===== config.mk =====
export PLATFORM = sky130hd
export DESIGN_NAME = pingpong_ctrl
export DESIGN_NICKNAME = d
export VERILOG_FILES = /design/src/rtl/pingpong_ctrl.sv
export SDC_FILE = /design/constraint.sdc
export NUM_CORES = 1
export LEC_CHECK = 0
export ABC_AREA = 1
export BUFFER_PORTS_ARGS = -buffer_cell sky130_fd_sc_hd__buf_2
export CAP_MARGIN = 30
export CORE_UTILIZATION = 35
export DETAILED_ROUTE_END_ITERATION = 10
export PLACE_DENSITY = 0.61
export SYNTH_ARGS = -nofsm -noshare
export SYNTH_HDL_FRONTEND = slang
export SYNTH_SLANG_ARGS = --single-unit
export TNS_END_PERCENT = 50

===== constraint.sdc =====
create_clock -name clk -period 1.39 [get_ports clk]
set_input_delay 0.278 -clock clk [delete_from_list [all_inputs] [get_ports clk]]
set_output_delay 0.278 -clock clk [all_outputs]
set_load 0.02 [all_outputs]

===== src/rtl/pingpong_ctrl.sv =====
// ---------------------------------------------------------------------------
// pingpong_ctrl
//
// Arbitrates a two-slot (ping-pong) feature/kernel buffer between a DMA
// loader and an instruction decoder/compute unit. One slot is filled by the
// loader while the other is being computed on. Fill and compute both walk
// the slots in order 0, 1, 0, 1, ... Each slot moves through
// EMPTY -> LOADING -> READY -> COMPUTING -> EMPTY.
//
// Ports:
//   clk            rising-edge clock for all state
//   rst_n          asynchronous, active-low reset
//   load_req       loader asks for a slot to fill
//   load_grant     one-cycle pulse, slot load_slot granted to the loader
//   load_slot      slot being filled, stable from grant until load_done
//   load_done      one-cycle pulse, loader finished the granted slot
//   load_last      sampled with load_done, slot holds the layer's last tile
//   inst_valid     a READY slot is offered to the decoder, held until accepted
//   decoder_ready  decoder accepts (handshake = inst_valid & decoder_ready)
//   which_slot     slot the decoder reads, held until compute_done
//   tlast          stored load_last of slot which_slot
//   compute_done   one-cycle pulse, compute on the active slot finished
//   slot_state     {slot1[1:0], slot0[1:0]}: 00 EMPTY 01 LOADING 10 READY
//                  11 COMPUTING
//   tile_cnt       tiles completed in the current layer
//   layer_done     one-cycle pulse when a last-tile slot completes
//   err            sticky protocol-error flag
//
// Configuration macros:
//   DATA_RANGE            bit range of tile_cnt (defaults to 7:0)
//   PPCTRL_ERR_DETECT_EN  when defined, builds the protocol checker that
//                         drives err; otherwise err is tied to 0
// ---------------------------------------------------------------------------

`ifndef DATA_RANGE
`define DATA_RANGE 7:0
`endif

module pingpong_ctrl (
    input  logic              clk,
    input  logic              rst_n,
    input  logic              load_req,
    output logic              load_grant,
    output logic              load_slot,
    input  logic              load_done,
    input  logic              load_last,
    output logic              inst_valid,
    input  logic              decoder_ready,
    output logic              which_slot,
    output logic              tlast,
    input  logic              compute_done,
    output logic [3:0]        slot_state,
    output logic [`DATA_RANGE] tile_cnt,
    output logic              layer_done,
    output logic              err
);

    localparam int CNT_W = $bits(tile_cnt);

    typedef enum logic [1:0] {
        SLOT_EMPTY     = 2'b00,
        SLOT_LOADING   = 2'b01,
        SLOT_READY     = 2'b10,
        SLOT_COMPUTING = 2'b11
    } slot_state_e;

    slot_state_e          slot_q [2];
    slot_state_e          slot_d [2];
    logic [1:0]           last_q;
    logic [1:0]           last_d;
    logic                 load_ptr_q;
    logic                 load_ptr_d;
    logic                 comp_ptr_q;
    logic                 comp_ptr_d;
    logic                 grant_q;
    logic                 grant_d;
    logic                 load_slot_q;
    logic                 load_slot_d;
    logic                 inst_valid_q;
    logic                 inst_valid_d;
    logic                 which_slot_q;
    logic                 which_slot_d;
    logic                 layer_done_q;
    logic                 layer_done_d;
    logic [CNT_W-1:0]     tile_cnt_q;
    logic [CNT_W-1:0]     tile_cnt_d;

    logic                 any_loading;
    logic                 any_computing;
    logic                 grant_fire;
    logic                 load_fin;
    logic                 issue_fire;
    logic                 handshake;
    logic                 comp_fin;

    // Only one slot can be LOADING (grants wait for it) and only one can be
    // COMPUTING (issue waits for it), so load_ptr always names the loading
    // slot and comp_ptr the computing one.
    assign any_loading   = (slot_q[0] == SLOT_LOADING)   || (slot_q[1] == SLOT_LOADING);
    assign any_computing = (slot_q[0] == SLOT_COMPUTING) || (slot_q[1] == SLOT_COMPUTING);

    assign grant_fire = load_req && (slot_q[load_ptr_q] == SLOT_EMPTY) && !any_loading;
    assign load_fin   = load_done && any_loading;
    assign issue_fire = !inst_valid_q && (slot_q[comp_ptr_q] == SLOT_READY) && !any_computing;
    assign handshake  = inst_valid_q && decoder_ready;
    assign comp_fin   = compute_done && any_computing;

    // Next-state logic. The events above each touch a different slot, so
    // load and compute completions in the same cycle both land.
    always_comb begin
        slot_d[0]    = slot_q[0];
        slot_d[1]    = slot_q[1];
        last_d       = last_q;
        load_ptr_d   = load_ptr_q;
        comp_ptr_d   = comp_ptr_q;
        grant_d      = 1'b0;
        load_slot_d  = load_slot_q;
        inst_valid_d = inst_valid_q;
        which_slot_d = which_slot_q;
        layer_done_d = 1'b0;
        tile_cnt_d   = tile_cnt_q;

        if (grant_fire) begin
            slot_d[load_ptr_q] = SLOT_LOADING;
            grant_d            = 1'b1;
            load_slot_d        = load_ptr_q;
        end

        if (load_fin) begin
            slot_d[load_ptr_q] = SLOT_READY;
            last_d[load_ptr_q] = load_last;
            load_ptr_d         = ~load_ptr_q;
        end

        if (issue_fire) begin
            inst_valid_d = 1'b1;
            which_slot_d = comp_ptr_q;
        end

        if (handshake) begin
            slot_d[which_slot_q] = SLOT_COMPUTING;
            inst_valid_d         = 1'b0;
        end

        // A completed last tile closes the layer: the count restarts at 0
        // and the slot's last flag is cleared so tlast cannot go stale.
        if (comp_fin) begin
            slot_d[comp_ptr_q] = SLOT_EMPTY;
            last_d[comp_ptr_q] = 1'b0;
            comp_ptr_d         = ~comp_ptr_q;
            if (last_q[comp_ptr_q]) begin
                tile_cnt_d   = '0;
                layer_done_d = 1'b1;
            end else begin
                tile_cnt_d = tile_cnt_q + {{(CNT_W-1){1'b0}}, 1'b1};
            end
        end
    end

    always_ff @(posedge clk or negedge rst_n) begin
        if (!rst_n) begin
            slot_q[0]    <= SLOT_EMPTY;
            slot_q[1]    <= SLOT_EMPTY;
            last_q       <= 2'b00;
            load_ptr_q   <= 1'b0;
            comp_ptr_q   <= 1'b0;
            grant_q      <= 1'b0;
            load_slot_q  <= 1'b0;
            inst_valid_q <= 1'b0;
            which_slot_q <= 1'b0;
            layer_done_q <= 1'b0;
            tile_cnt_q   <= '0;
        end else begin
            slot_q[0]    <= slot_d[0];
            slot_q[1]    <= slot_d[1];
            last_q       <= last_d;
            load_ptr_q   <= load_ptr_d;
            comp_ptr_q   <= comp_ptr_d;
            grant_q      <= grant_d;
            load_slot_q  <= load_slot_d;
            inst_valid_q <= inst_valid_d;
            which_slot_q <= which_slot_d;
            layer_done_q <= layer_done_d;
            tile_cnt_q   <= tile_cnt_d;
        end
    end

    assign load_grant = grant_q;
    assign load_slot  = load_slot_q;
    assign inst_valid = inst_valid_q;
    assign which_slot = which_slot_q;
    assign tlast      = last_q[which_slot_q];
    assign slot_state = {slot_q[1], slot_q[0]};
    assign tile_cnt   = tile_cnt_q;
    assign layer_done = layer_done_q;

`ifdef PPCTRL_ERR_DETECT_EN
    logic err_q;
    logic err_event;

    // Flags stray completions and a loader that keeps requesting after its
    // grant pulse while the granted load is still outstanding.
    assign err_event = (load_done && !any_loading)
                    || (compute_done && !any_computing)
                    || (load_req && any_loading && !grant_q && !load_done);

    always_ff @(posedge clk or negedge rst_n) begin
        if (!rst_n) begin
            err_q <= 1'b0;
        end else if (err_event) begin
            err_q <= 1'b1;
        end
    end

    assign err = err_q;
`else
    assign err = 1'b0;
`endif

endmodule


Yosys cells after proc, flatten, opt, wreduce, memory -nomap -nowiden
Index checks and enable logic that the tools add are counted.
Widths: inputs -> output; s select.
{"block": "op_classes", "n_addsub": 1, "magnitude_cmp": 11, "n_eq_ne": 5, "n_mux": 33, "bitwise_logic": 16, "n_reduce_logical": 19}
{"operator": "$mux 2", "count": 11}
{"operator": "$mux 4", "count": 4}
{"operator": "$logic_and 1x1->1", "count": 12}
{"operator": "$mux 1", "count": 11}
{"operator": "$add 8x1->8 const B", "count": 1}
{"operator": "$mux 8", "count": 1}
{"operator": "$and 2x2->2", "count": 3}
{"operator": "$demux 2 s1", "count": 3}
{"operator": "$eq 2x2->1 const B", "count": 3}
{"operator": "$ge 2x2->1 const B", "count": 3}
{"operator": "$lt 1x2->1 const B", "count": 3}
{"operator": "$lt 2x1->1 const B", "count": 3}
{"operator": "$not 1->2", "count": 3}
{"operator": "$not 2->2", "count": 3}
{"operator": "$and 4x4->4", "count": 1}
{"operator": "$eq 2x1->1 const B", "count": 2}
{"operator": "$not 4->4", "count": 1}
{"operator": "$or 2x2->2", "count": 2}
{"operator": "$or 4x4->4", "count": 1}
{"operator": "$logic_not 1->1", "count": 3}
{"operator": "$bwmux 2", "count": 1}
{"operator": "$demux 1 s1", "count": 2}
{"operator": "$ge 1x1->1 const B", "count": 2}
{"operator": "$logic_not 2->1", "count": 1}
{"operator": "other kinds (3)", "count": 5}
{"block": "word_totals", "regBits": 21, "inputBits": 7, "output_inout_bits": 19, "elab_cells": 96}

Longest topological paths before layout
Gate-level depths: netlist of the first run.
{"block": "depth", "depth_word": 14, "ltp_mapped": 8, "depth_no_buf": 8}

Least setup slack after synthesis of the first run
No wires, ideal clock.
{"block": "synth_path", "kind": "register to output", "from": "register which_slot_q (netlist: which_slot)", "to": "output tlast", "arrival_time_ps": 999, "t_required_ps": 1112, "path_slack_ps": 113, "stages_incl_launch_ff": 2, "path_buffers": 0, "cell_sequence": "dfrtp_1 > o21ai_0"}
{"block": "synth_between", "elab_chain_len": 2}
{"element": "from (decl)", "line_no": "81", "source": "logic which_slot_q;"}
{"element": "from (signal assigned)", "line_no": "182", "source": "which_slot_q <= which_slot_d;"}
{"element": "$mux 1 (not written as such) (2 in a row)", "line_no": "192", "source": "assign tlast = last_q[which_slot_q];"}
{"element": "to (decl)", "line_no": "50", "source": "output logic tlast,"}
No other way between the ends. The select of a mux whose other input is x is not followed.

Worst setup path after layout of the first run
{"block": "layout_path", "from": "register slot_q (netlist bit slot_state[2])", "to": "output slot_state[2]"}
{"element": "from (decl)", "line_no": "67", "source": "slot_state_e slot_q [2];"}
{"element": "to (decl)", "line_no": "52", "source": "output logic [3:0] slot_state,"}
No word-level cell between the ends.

==> results of run 1 <==
state kept, by name, indices dropped and copies added, names as in the netlist:
register / count
slot_state: 4
tile_cnt: 8
comp_ptr_q: 1
layer_done: 1
load_ptr_q: 1
last_q: 2
which_slot: 1
load_slot: 1
load_grant: 1
inst_valid: 1
cell type report:
type                       instances  share of cell area
tap                               44              0.0408
inverter                          21              0.0621
multi-input combinational         94               0.367
timing repair buffer              29               0.120
sequential                        21               0.390
clock buffer                       4              0.0195
final timing paths:
kind | end | slack (ps) | cells past startpoint
min in group asynchronous | load_ptr_q$_DFFE_PN0N_ | 440 | 2
hold / removal | inst_valid$_DFFE_PN0P_ | 190 | 2
setup / recovery | slot_state[2] | 70 | 2
max in group asynchronous | slot_state[0]$_DFF_PN0_ | 600 | 2
setup reg to reg | tile_cnt[3]$_DFFE_PN0P_ | 100 | 7
hold reg to reg | load_slot$_DFFE_PN0P_ | 500 | 2
metrics by stage:
step           cell area [µm²]  worst slack (ps)  power, mW
3_5_place_dp              1280              87.1       2.49
6_report                  1350              69.2       2.85
2_1_floorplan             1120               113       2.08
4_1_cts                   1330              1.48       2.83
5_1_grt                   1350             -3.48       3.10
3_3_place_gp              1280              86.9       2.47
logic make-up after synthesis:
kind of cell | after synthesis | synth area share
XOR/XNOR | 1 | 0.00781
AO/OA/AOI/OAI | 22 | 0.116
other | 1 | 0.00334
adder cells (fa/ha/maj) | 1 | 0.0111
flip-flops | 21 | 0.468
buffers and inverters | 23 | 0.0936
AND/OR/NAND/NOR | 69 | 0.300
layout by cell type (no fill, tap or decap), drive strengths merged:
master / instances
nand3b: 1
nor3: 3
conb: 1
a21oi: 6
buf: 28
o21ai: 14
a21o: 1
dlygate4sd3: 1
xor2: 1
nand3: 12
nor3b: 1
a21boi: 1
ha: 1
nand2: 38
nand4: 2
dfrtp: 21
or2: 1
nor2: 11
inv: 21
clkbuf: 4
power groups by stage:
stage,logic [mW],registers (mW),clock network (mW)
6_report,1.47,1.08,0.302
2_1_floorplan,0.800,1.28,0
3_5_place_dp,1.38,1.10,0
4_1_cts,1.43,1.08,0.325
5_1_grt,1.64,1.12,0.349
3_3_place_gp,1.38,1.09,0
layer usage:
metal	track usage	wire, µm
met1	0.201	1140
met5	0	0
met2	0.228	1090
met4	0.0918	51
met3	0.0154	55
repair_timing:
| item | CTS | global route |
|---|---|---|
| hold buffers | 1 | 0 |
| setup buffers | 1 | 2 |
| hold endpoints to repair | 21 | 0 |
| gates resized for setup | 2 | 3 |
| endpoints found under the setup margin | 1 | 4 |
==> impl_results.md, run 1 <==
* Clk sinks at 21
* Max Freq at 757 MHz
* Count of final setup violators at 0
* Initial DRT Pass Iterations at 4
* I/O pin count at 26
* Cells after synthesis at 138
* Slowest cell delay on critical path at 440 ps
* Hold crit path type: input pin to flop
* PD cells at roughly 2100 nW/µm²
* WL final at 2330 µm
* Count of different cell masters after synthesis at 28
* Max Cap Viol at 0
* Vias in the first global route at 852
* Mean post-synth cell area at 8.13 µm²
* Area contributors post-synth: dfrtp_1, nand2_1, inv_1, nand3_1, o21ai_0
* First-pass GRT wire length at 3780 µm
* Die height at just under 60 µm
* Starting density of the core at 0.368
* Core area at 3050 µm²
* Yosys top cell area share at 0.468
* CTS tree: built
* Post-Syn Area at around 1100 µm²
* RD Place Congestion at roughly 0.86
* Antenna cells at 0
* Yosys warns at 0
* CP cell instances: buf_4, buf_2
* Area growth, synth to finish at 20.3%
* Post-synth EDFFs at 0
* Die Span X at 58.6 µm
* Initial DRC count at 28
* Cell-internal power at 1.48 mW
* Pin count of the biggest net entering global routing at 22
* Finished Layout Cells at ~210
* Clk_skew at between 6 and 7 ps
* Clock latency on the worst-skew pair at 310 ps
* DR WL/cell at 11.0 µm
* Max VDD drop at about 0.8 mV
* Setup crit end kind: output port
* Num CTS Buffers at 3
* Top_reg_cell synth: dfrtp_1
* Post-synthesis register bit count at 21
* Htree depth at 1
* Status: completed
* Fin crit period at 1320 ps
* Sw Share at 0.481
* R2r startpoint: slot_state[0]$_DFF_PN0_
* Row count at 20
* Final Hold Vio Count at 0
* Syn_nets at between 100 and 150
* Register area share after synthesis at 0.468
* Gr ovfl total at 0
* DP Cell Count at 205
* Required @ worst endpoint at 1110 ps
* Lkg Pwr at 0.745 nW
* Final Slew Violations at 0
* Residual DRC count at 0
* Via Count at 978
* Setup total negative slack at 0 ps
* Port bufs at 24
* NumNets Final at 178
* Most frequent cell after synthesis: nand2_1
* Switching Power at around 1.4 mW
* Initial antenna violation count at 0
* Total GRT Usage at 0.148
* Top cell type by total area after synthesis: dfrtp_1
* Critical path's top delay family: flip-flops
* Die area at 3440 µm²
* DRT antenna net count at 0
* CP startpoint: slot_state[2]$_DFF_PN0_
* Combinational share of power at 0.514
* Finished Core Util at 0.442
* Layout cells sized above 1 at 0.266
* Fill cells at 316
* Buf/Inv on CP at 2
* Hold_ws at 189 ps
* CP Launch Type: flop
* Flop pwr share at 0.380
* Post-DP HPWL at ~1700 µm
* Sequential cell area at around 530 µm²
* Fin crit share at 0.950
* Vias per std cell at 4.59
* Multi-input logic area at 495 µm²
* Fraction of registers with async set/reset at 1.00
* Min-delay src: decoder_ready
* CP max FO at 4
* Critical path's slowest cell: dfrtp_1
* Leading cell types by count after synthesis: nand2_1, dfrtp_1, inv_1
* Reg clk slew, reported paths at 120 ps
* Root buf cell: clkbuf_4
* Crit Path Class: flop to output port
* Clock share of power at 0.106
* Clock Path Buffers at 2
* Critical path data arrival time at 1040 ps
(Power assumes the default switching activity.)
==> inputs of run 2 (changes only) <==
--- a/config.mk
+++ b/config.mk
@@ -10,6 +10,7 @@
 export CAP_MARGIN = 30
 export CORE_UTILIZATION = 35
 export DETAILED_ROUTE_END_ITERATION = 10
+export GPL_TIMING_DRIVEN = 0
 export PLACE_DENSITY = 0.61
 export SYNTH_ARGS = -nofsm -noshare
 export SYNTH_HDL_FRONTEND = slang
==> run 2 against run 1 <==
Clock skew shrank 2.0 ps. Global-route usage is 0.62 points higher. Design area is 0.93% higher. Critical path depth up 1. Combinational power about the same. Worst hold slack improved by 2.5 ps. Sequential power about the same. Fmax fell by 1.9%. Sequential cell count unchanged. Register-to-register slack is essentially flat. First-iteration DRC count down 21%. Largest cell class unchanged.
==> impl_results.md, run 2 (synthesis gave the netlist of run 1 again) <==
* Critical path's slowest cell: dfrtp_1
* Core area at 3050 µm² (unchanged)
* Finished Core Util at 0.446 (+0.00410)
* DRT antenna net count at 0 (unchanged)
* Critical R2R Capture: last_q[1]$_DFF_PN0_
* Die height at 58.6 µm (unchanged)
* Max Cap Viol at 0 (unchanged)
* Count of final setup violators at 0 (unchanged)
* RSZ-0062 raised after global routing: true
* Clock Path Buffers at 2 (unchanged)
* Htree depth at 1 (unchanged)
* Max VDD drop at 0.858 mV (+4.2%)
* Multi-input logic area at 507 µm² (+2.3%)
* CTS tree: built
* CP max FO at 2 (-2)
* Hold Path End: inst_valid$_DFFE_PN0P_
* Fin area at 1360 µm² (+0.93%)
* FF-to-FF path depth at 6 (-1)
* Num CTS Buffers at 3 (unchanged)
* Initial DRC count at 22 (-21%)
* Final Slew Violations at 0 (unchanged)
* Min-delay src: decoder_ready
* Buf/Inv on CP at 2 (unchanged)
* Most common cell after layout, fill and taps aside: nand2_1
* Hold crit path type: input pin to flop
* CP Launch Type: flop
* Pin count of the biggest net entering global routing at 22 (unchanged)
* Initial antenna violation count at 0 (unchanged)
* Reg-to-reg setup timing slack at 100 ps (about the same)
* NumNets Final at 177 (-0.56%)
* Layout cells sized above 1 at 0.286 (+0.0194)
* Status: completed
* Port bufs at 24 (unchanged)
* Total Power at 2.85 mW (about the same)
* Vias in the first global route at 915 (+7.4%)
* Required @ worst endpoint at 1110 ps (about the same)
* I/O pin count at 26 (unchanged)
* Critical path data arrival time at 1070 ps (+30 ps)
* Die Span X at 58.6 µm (unchanged)
* Antenna cells at 0 (unchanged)
* Starting density of the core at 0.368 (unchanged)
* Critical path's top delay family: flip-flops
* Slowest cell delay on critical path at 400 ps (-40 ps)
* Clk_skew at 4.44 ps (-2.04 ps)
* R2r startpoint: slot_state[3]$_DFF_PN0_
* Dpl cell area at 1300 µm² (+1.1%)
* Residual DRC count at 0 (unchanged)
* WL final at 2290 µm (-2.1%)
* Vias per std cell at 4.50 (-2.1%)
* Initial DRT Pass Iterations at 4 (unchanged)
* Fin crit period at 1350 ps (+25.5 ps)
* Post-DP HPWL at 1740 µm (-0.23%)
* DR WL/cell at 10.8 µm (-1.6%)
* Max FFs per register at 8 (unchanged)
* Sequential cell area at 527 µm² (unchanged)
* Max Freq at 743 MHz (-1.9%)
* Lkg Pwr at 0.749 nW (+0.53%)
* Gr ovfl total at 0 (unchanged)
* Final Hold Vio Count at 0 (unchanged)
* Fin crit share at 0.969 (+0.0183)
* DP Cell Count at 206 (+0.49%)
* Crit Path Class: flop to output port
* CP cell instances: inv_1, o21ai_1, buf_4
* Via Count at 953 (-2.6%)
* Most frequent cells in the layout: nand2_1, buf_2, dfrtp_1
* Area growth, synth to finish at 21.4%
* Setup crit end kind: output port
* Hold_ws at 192 ps (+2.55 ps)
* Clock latency on the worst-skew pair at 300 ps (about the same)
* Fill cells at 325 (+2.8%)
* Die area at 3440 µm² (unchanged)
* Total GRT Usage at 0.154 (+0.00615)
* Root buf cell: clkbuf_4
* Reg clk slew, reported paths at 120 ps (about the same)
* Finished Layout Cells at 212 (-0.47%)
* First-pass GRT wire length at 4010 µm (+6.0%)
* Clk sinks at 21 (unchanged)
* Row count at 20 (unchanged)
* Hold depth at 2 (unchanged)
* PD cells at 2090 nW/µm² (-0.86%)
* RD Place Congestion at 0.767 (-11%)
-- run 2: where the power goes --
| group | internal (mW) | switching, mW | total [mW] |
|---|---|---|---|
| Sequential | 0.848 | 0.238 | 1.09 |
| Combinational | 0.511 | 0.956 | 1.47 |
| Clock | 0.107 | 0.192 | 0.299 |
| Total | 1.47 | 1.39 | 2.85 |
-- run 2: repair_timing --
item | in CTS | in global routing
setup endpoints to repair | 1 | 4
hold endpoints to repair | 21 | 0
pin swaps | 0 | 1
setup buffers | 1 | 0
hold buffers | 1 | 0
cloned | 0 | 0
resized for setup | 1 | 9
-- run 2: layer usage --
layer  track usage  wire (µm)  vias up
li1              -          -      499
met1         0.212       1130      435
met2         0.241       1080       17
met3        0.0198         48        2
met4        0.0748         27        0
met5             0          0        -
-- run 2: layout make-up --
class | instances | share of cell area
sequential | 21 | 0.387
inverter | 21 | 0.0615
clock inverter | 1 | 0.00367
multi-input combinational | 94 | 0.372
tap | 44 | 0.0404
buffer | 2 | 0.0165
clock buffer | 3 | 0.0165
timing repair buffer | 26 | 0.103
-- run 2: how the worst max path moves through the flow --
stage                                        from             endpoint  slack (ps)  cells past startpoint
final                         last_q[0]$_DFF_PN0_                tlast          40                      3
after global routing          last_q[0]$_DFF_PN0_                tlast         -20                      3
after CTS                     last_q[0]$_DFF_PN0_                tlast          10                      3
after detailed placement  slot_state[3]$_DFF_PN0_  last_q[1]$_DFF_PN0_          80                      6
after global placement    slot_state[3]$_DFF_PN0_  last_q[1]$_DFF_PN0_         100                      6
after floorplan            which_slot$_DFFE_PN0P_                tlast         110                      1
-- run 2: per-stage QoR --
step / setup slack [ps] / TNS (ps)
final: 43.7 / 0
after detailed placement: 79.5 / 0
after global placement: 103 / 0
after global routing: -20.8 / -20.8
after CTS: 10.5 / 0
after floorplan: 113 / 0
